**src/rtl/fmaround_pipe.sv**
```systemverilog
`default_nettype none
// ============================================================================
// Module   : fmaround_pipe
// Brief    : Two-stage pipelined IEEE rounding unit (RNE/RZ/RN/RP) with
//            valid/ready backpressure. Optional sticky flag accumulator is
//            enabled by defining FMAROUND_ACC_FLAGS_EN.
// Revision : 1.0 - initial release
// ============================================================================
module fmaround_pipe #(
    parameter int NE    = 5,
    parameter int NF    = 10,
    parameter int EXTRA = 13
) (
    input  logic                clk,
    input  logic                reset_n,
    input  logic                in_valid,
    output logic                in_ready,
    input  logic                in_sign,
    input  logic [NE+1:0]       in_exp,
    input  logic [NF+EXTRA-1:0] in_frac,
    input  logic                in_zero,
    input  logic [1:0]          roundmode,
    output logic                out_valid,
    input  logic                out_ready,
    output logic [NE+NF:0]      out_result,
    output logic [2:0]          out_flags
`ifdef FMAROUND_ACC_FLAGS_EN
    ,
    input  logic                flags_clr,
    output logic [2:0]          acc_flags
`endif
);

    localparam logic [1:0] c_clsNorm  = 2'd0;
    localparam logic [1:0] c_clsZero  = 2'd1;
    localparam logic [1:0] c_clsUnder = 2'd2;
    localparam logic [1:0] c_clsOver  = 2'd3;

    localparam logic [1:0] c_modeRne = 2'd0;
    localparam logic [1:0] c_modeRz  = 2'd1;
    localparam logic [1:0] c_modeRn  = 2'd2;
    localparam logic [1:0] c_modeRp  = 2'd3;

    localparam logic [NE+1:0] c_expOvfLim = (NE+2)'((1 << NE) - 1);
    localparam logic [NE-1:0] c_expInf    = '1;
    localparam logic [NE-1:0] c_expMax    = {{(NE-1){1'b1}}, 1'b0};

    logic                w_s2Adv;
    logic                w_s1Adv;

    logic                w_guard;
    logic                w_sticky;
    logic                w_inexact;
    logic                w_inc;
    logic [1:0]          w_class;

    logic                r_s1Valid;
    logic                r_s1Sign;
    logic [NE-1:0]       r_s1Exp;
    logic [NF-1:0]       r_s1Frac;
    logic [1:0]          r_s1Mode;
    logic [1:0]          r_s1Class;
    logic                r_s1Inc;
    logic                r_s1Inexact;

    logic [NE+NF-1:0]    w_sum;
    logic                w_toInf;
    logic [NE+NF:0]      w_result;
    logic [2:0]          w_flags;

    logic                r_outValid;
    logic [NE+NF:0]      r_outResult;
    logic [2:0]          r_outFlags;

    assign w_s2Adv  = ~r_outValid | out_ready;
    assign w_s1Adv  = ~r_s1Valid | w_s2Adv;
    assign in_ready = w_s1Adv;

    assign out_valid  = r_outValid;
    assign out_result = r_outResult;
    assign out_flags  = r_outFlags;

    // Stage 1: rounding decision from L/G/S and exponent classification
    assign w_guard   = in_frac[EXTRA-1];
    assign w_sticky  = |in_frac[EXTRA-2:0];
    assign w_inexact = w_guard | w_sticky;

    always_comb begin
        w_inc = 1'b0;
        case (roundmode)
            c_modeRne: w_inc = w_guard & (in_frac[EXTRA] | w_sticky);
            c_modeRz:  w_inc = 1'b0;
            c_modeRn:  w_inc = in_sign & w_inexact;
            c_modeRp:  w_inc = ~in_sign & w_inexact;
            default:   w_inc = 1'b0;
        endcase
    end

    always_comb begin
        w_class = c_clsNorm;
        if (in_zero)
            w_class = c_clsZero;
        else if (in_exp[NE+1] || (in_exp == '0))
            w_class = c_clsUnder;
        else if (in_exp >= c_expOvfLim)
            w_class = c_clsOver;
    end

    always_ff @(posedge clk) begin
        if (!reset_n) begin
            r_s1Valid <= 1'b0;
        end else if (w_s1Adv) begin
            r_s1Valid <= in_valid;
        end
    end

    always_ff @(posedge clk) begin
        if (w_s1Adv && in_valid) begin
            r_s1Sign    <= in_sign;
            r_s1Exp     <= in_exp[NE-1:0];
            r_s1Frac    <= in_frac[NF+EXTRA-1:EXTRA];
            r_s1Mode    <= roundmode;
            r_s1Class   <= w_class;
            r_s1Inc     <= w_inc;
            r_s1Inexact <= w_inexact;
        end
    end

    // Stage 2: one add across {exp, frac} so a fraction carry bumps the exponent
    assign w_sum = {r_s1Exp, r_s1Frac} + (NE+NF)'(r_s1Inc);

    always_comb begin
        w_toInf = 1'b1;
        case (r_s1Mode)
            c_modeRne: w_toInf = 1'b1;
            c_modeRz:  w_toInf = 1'b0;
            c_modeRn:  w_toInf = r_s1Sign;
            c_modeRp:  w_toInf = ~r_s1Sign;
            default:   w_toInf = 1'b1;
        endcase
    end

    always_comb begin
        w_result = {r_s1Sign, {(NE+NF){1'b0}}};
        w_flags  = 3'b000;
        case (r_s1Class)
            c_clsNorm: begin
                if (w_sum[NE+NF-1:NF] == c_expInf) begin
                    w_result = {r_s1Sign, c_expInf, {NF{1'b0}}};
                    w_flags  = 3'b101;
                end else begin
                    w_result = {r_s1Sign, w_sum};
                    w_flags  = {2'b00, r_s1Inexact};
                end
            end
            c_clsOver: begin
                w_flags  = 3'b101;
                w_result = w_toInf ? {r_s1Sign, c_expInf, {NF{1'b0}}}
                                   : {r_s1Sign, c_expMax, {NF{1'b1}}};
            end
            c_clsUnder: begin
                w_flags = 3'b011;
            end
            default: begin
                w_flags = 3'b000;
            end
        endcase
    end

    always_ff @(posedge clk) begin
        if (!reset_n) begin
            r_outValid  <= 1'b0;
            r_outResult <= '0;
            r_outFlags  <= '0;
        end else if (w_s2Adv) begin
            r_outValid <= r_s1Valid;
            if (r_s1Valid) begin
                r_outResult <= w_result;
                r_outFlags  <= w_flags;
            end
        end
    end

`ifdef FMAROUND_ACC_FLAGS_EN
    logic [2:0] r_accFlags;

    // Clear takes effect first so a same-cycle transfer is still recorded
    always_ff @(posedge clk) begin
        if (!reset_n) begin
            r_accFlags <= '0;
        end else begin
            r_accFlags <= (flags_clr ? 3'b000 : r_accFlags)
                        | ((r_outValid && out_ready) ? r_outFlags : 3'b000);
        end
    end

    assign acc_flags = r_accFlags;
`endif

endmodule
`default_nettype wire

```
**config.mk**
```make
export PLATFORM = sky130hd
export DESIGN_NAME = fmaround_pipe
export DESIGN_NICKNAME = d
export VERILOG_FILES = /design/src/rtl/fmaround_pipe.sv
export SDC_FILE = /design/constraint.sdc
export NUM_CORES = 1
export LEC_CHECK = 0
export BUFFER_PORTS_ARGS = -buffer_cell sky130_fd_sc_hd__buf_4
export CAP_MARGIN = 20
export CORE_MARGIN = 3
export CORE_UTILIZATION = 35
export CTS_BUF_LIST = sky130_fd_sc_hd__clkbuf_8
export CTS_CLUSTER_SIZE = 30
export DETAILED_ROUTE_END_ITERATION = 10
export PLACE_DENSITY_LB_ADDON = 0.1
export SLEW_MARGIN = 20
export SYNTH_ARGS = -nofsm -noshare
export SYNTH_HDL_FRONTEND = slang
export SYNTH_SLANG_ARGS = --single-unit
export TNS_END_PERCENT = 1
```
**constraint.sdc**
```tcl
create_clock -name clk -period 2.37 [get_ports clk]
set_clock_uncertainty 0.1 [all_clocks]
set_input_delay 0.1185 -clock clk [delete_from_list [all_inputs] [get_ports clk]]
set_output_delay 0.1185 -clock clk [all_outputs]
set_load 0.005 [all_outputs]
```
==> run metrics <==
setup TNS 0 ns; Post-Synth XOR/XNOR Area 0.04467; sequential cell area fraction in the yosys report 0.5514; via/cell ratio 4.971; port buffer count 58; synthesis-stage register bit count 43; core area 0.005270 mm2; Initial Utilization 0.3720; DRT iter0 DRCs 53; switch share 0.2257; post-synth top area cell edfxtp_1; antenna-violating nets left 0; Final GP Congestion 0.7466; part of the power in the clock network 0.361; Antenna Diode Count 0; Multi-input gate area 858.3 um2; All-Layer GR Usage 0.1544; clock root cell clkbuf_8; endpoint type of the worst setup path flip-flop; share of cells above drive strength 1 0.2941; layout net count 315; Post-CTS Setup Inserts 0; via count 1700; Yosys top cell area share 0.3369; Comb power frac 0.126; Synth Area in Compound Gates 0.1736; Reg clk slew, reported paths 0.08 ns; status finished clean; Critical Path Sink out_flags[2]; switching pwr 0.3728 mW; Clock Latency Late Sink 0.29 ns; clk buf depth 2; gr ovfl total 0; actual slew at the worst max-slew pin 1.002 ns; post-detail-place hpwl 3440 um; final WL 4691 um; Post-Synthesis Cells 183; CTS H-tree lvls 2; Max-cap violations 0; ys async rst share 0; final worst slack 0.1184 ns; syn_nets 227; TritonCTS Buffers 5; Post-Syn Area 0.001961 mm2; critical path peak fanout 4; critical path required time 2.51 ns; initial antenna violation count 0; EDFF count, synth 22; Power Density 580.3 mW/mm2; Flop pwr share 0.513; first-pass GRT wire length 7748 um; Avg WL per Cell 13.72 um; pre-CTS setup slack 0.04831 ns; crit start category flip-flop; mux share of post-synthesis cell area 0; fin cells 342; drt first pass iters 4; reg2reg start r_s1Frac[0]; Hold Path Class in -> reg; Pleak 1.114 nW; Final Hold Fails 0; R2R Setup Slk 0.12 ns; R2R Path End out_flags[2]; Max Fclk 444.1 MHz; minimum clock period 2.252 ns; Tcrit/Tclk final 0.9500; top cells by count, synth edfxtp_1 (22), dfxtp_1 (21), a21oi_1 (18), nand2_1 (15), nand3_1 (15); Syn. warnings 0; CTS tree done; Slew headroom 0.3322; simple-gate share of the synthesized area 0.1787; Post-Synth Adder-Cell Area 0.03829; Avg Inst Size Synth 10.71 um2; CP arrival 2.40 ns; placed insts 313; synthesis-to-finish area growth 45.18%; vias in the first global route 1651; Unique masters post-synth 42; Critical path origin r_s1Frac[0]; Ports 59; die extent in y 80.85 um; fillers 486; Max Slew Vio Count 0; largest family of logic cells by synthesized area simple AND/OR/NAND/NOR gates; WS Path Type reg -> reg; die width 80.85 um; Most used DFF post-synth edfxtp_1; RSZ-0062 raised after global routing no; register area 0.001081 mm2; Max IR drop VDD 470.4 uV; internal power 1.279 mW; largest net degree at the start of global routing 23; Setup-failing EPs final 0; top post-synthesis cells by area edfxtp_1 (34%), dfxtp_1 (21%), a21oi_1 (4.6%), ha_1 (3.8%), nand3_1 (3.8%); number of DRC violations after detailed routing 0; worst hold slack 0.01145 ns; Die Area 0.006536 mm2; # rows 26; Clock Sinks 43; reg2reg path depth 7; most frequent cell after synthesis edfxtp_1
[cell type report]
cell class / count / share of cell area
Tap cell: 70 / 0.03077
Multi-Input combinational cell: 133 / 0.3015
Clock buffer: 6 / 0.02901
Inverter: 3 / 0.003956
Sequential cell: 43 / 0.3798
Clock inverter: 2 / 0.01231
Timing Repair Buffer: 85 / 0.2426
[registers in the layout, indices dropped and copies added, names as in the netlist, 2 cells and up]
register,flops
r_s1Mode,2
r_s1Frac,10
r_s1Class,2
out_result,16
r_s1Exp,5
out_flags,3
[power by group through the flow]
stage               clock network, mW  logic (mW)  registers, mW
floorplan                           0      0.0845          0.859
global placement                    0       0.181          0.864
detailed placement                  0       0.182          0.864
CTS                             0.613       0.210          0.847
global route                    0.651       0.232          0.853
finish                          0.597       0.208          0.847
[metal layers]
layer,vias to the layer above,GRT usage,part of all wire
li1,877,-,-
met1,780,0.2075,0.46
met2,36,0.2471,0.48
met3,7,0.03659,0.050
met4,0,0.04561,0.013
met5,-,0,0
[worst max-delay path, cell delays in order (launching register included)]
cell and delay (ns):
edfxtp_1 0.34, ha_2 0.21, ha_1 0.17, nand3_1 0.11
or4_1 0.44, a221o_1 0.39, o311ai_2 0.27, o211a_1 0.17
[logic make-up after synthesis]
logic type | after synthesis
XOR/XNOR | 10
flip-flops | 43
adder cells (fa/ha/maj) | 6
AO/OA/AOI/OAI | 52
buffers and inverters | 7
AND/OR/NAND/NOR | 65
[timing repair]
| action | CTS | global route |
|---|---|---|
| endpoints found under the hold margin | 21 | 0 |
| setup endpoints to repair | 0 | 9 |
| resized for setup | 0 | 2 |
| hold buffers | 21 | 0 |
[cell usage in the layout (no fill, tap or decap), types with 3 or more instances in the layout]
cell            n
nor3_1          3
dlygate4sd3_1  21
clkbuf_8        6
a211oi_1        3
nand2_1        14
xnor2_1         5
dfxtp_1        21
edfxtp_1       22
nor4_1          4
and3_1          3
nor2b_1         3
a21oi_1        18
o22ai_1         7
xor2_1          5
buf_4          64
a22oi_1         3
ha_1            5
nand3_1        15
o21ai_0         3
inv_1           3
o211ai_1        3
nor2_1          8
o21ai_1         3
[how the worst min path moves through the flow]
stage                start      endpoint  depth (start not counted)  slack (ns)
2_1_floorplan    in_exp[0]    r_s1Exp[0]                          0        0.12
3_3_place_gp   in_frac[18]   r_s1Frac[5]                          1        0.20
3_5_place_dp   in_frac[17]   r_s1Frac[4]                          1        0.20
4_1_cts            reset_n  out_flags[2]                          2       0.004
5_1_grt            reset_n  out_flags[2]                          2        0.01
6_report           reset_n  out_flags[2]                          2        0.01
[per-stage QoR]
stage          utilization  power [mW]  area, um2
2_1_floorplan            -      0.9438       1961
4_1_cts             0.5392       1.670       2841
3_3_place_gp        0.4770       1.045       2514
6_report            0.5401       1.652       2846
5_1_grt             0.5401       1.736       2846
3_5_place_dp        0.4770       1.046       2514
(Power assumes the default switching activity.)
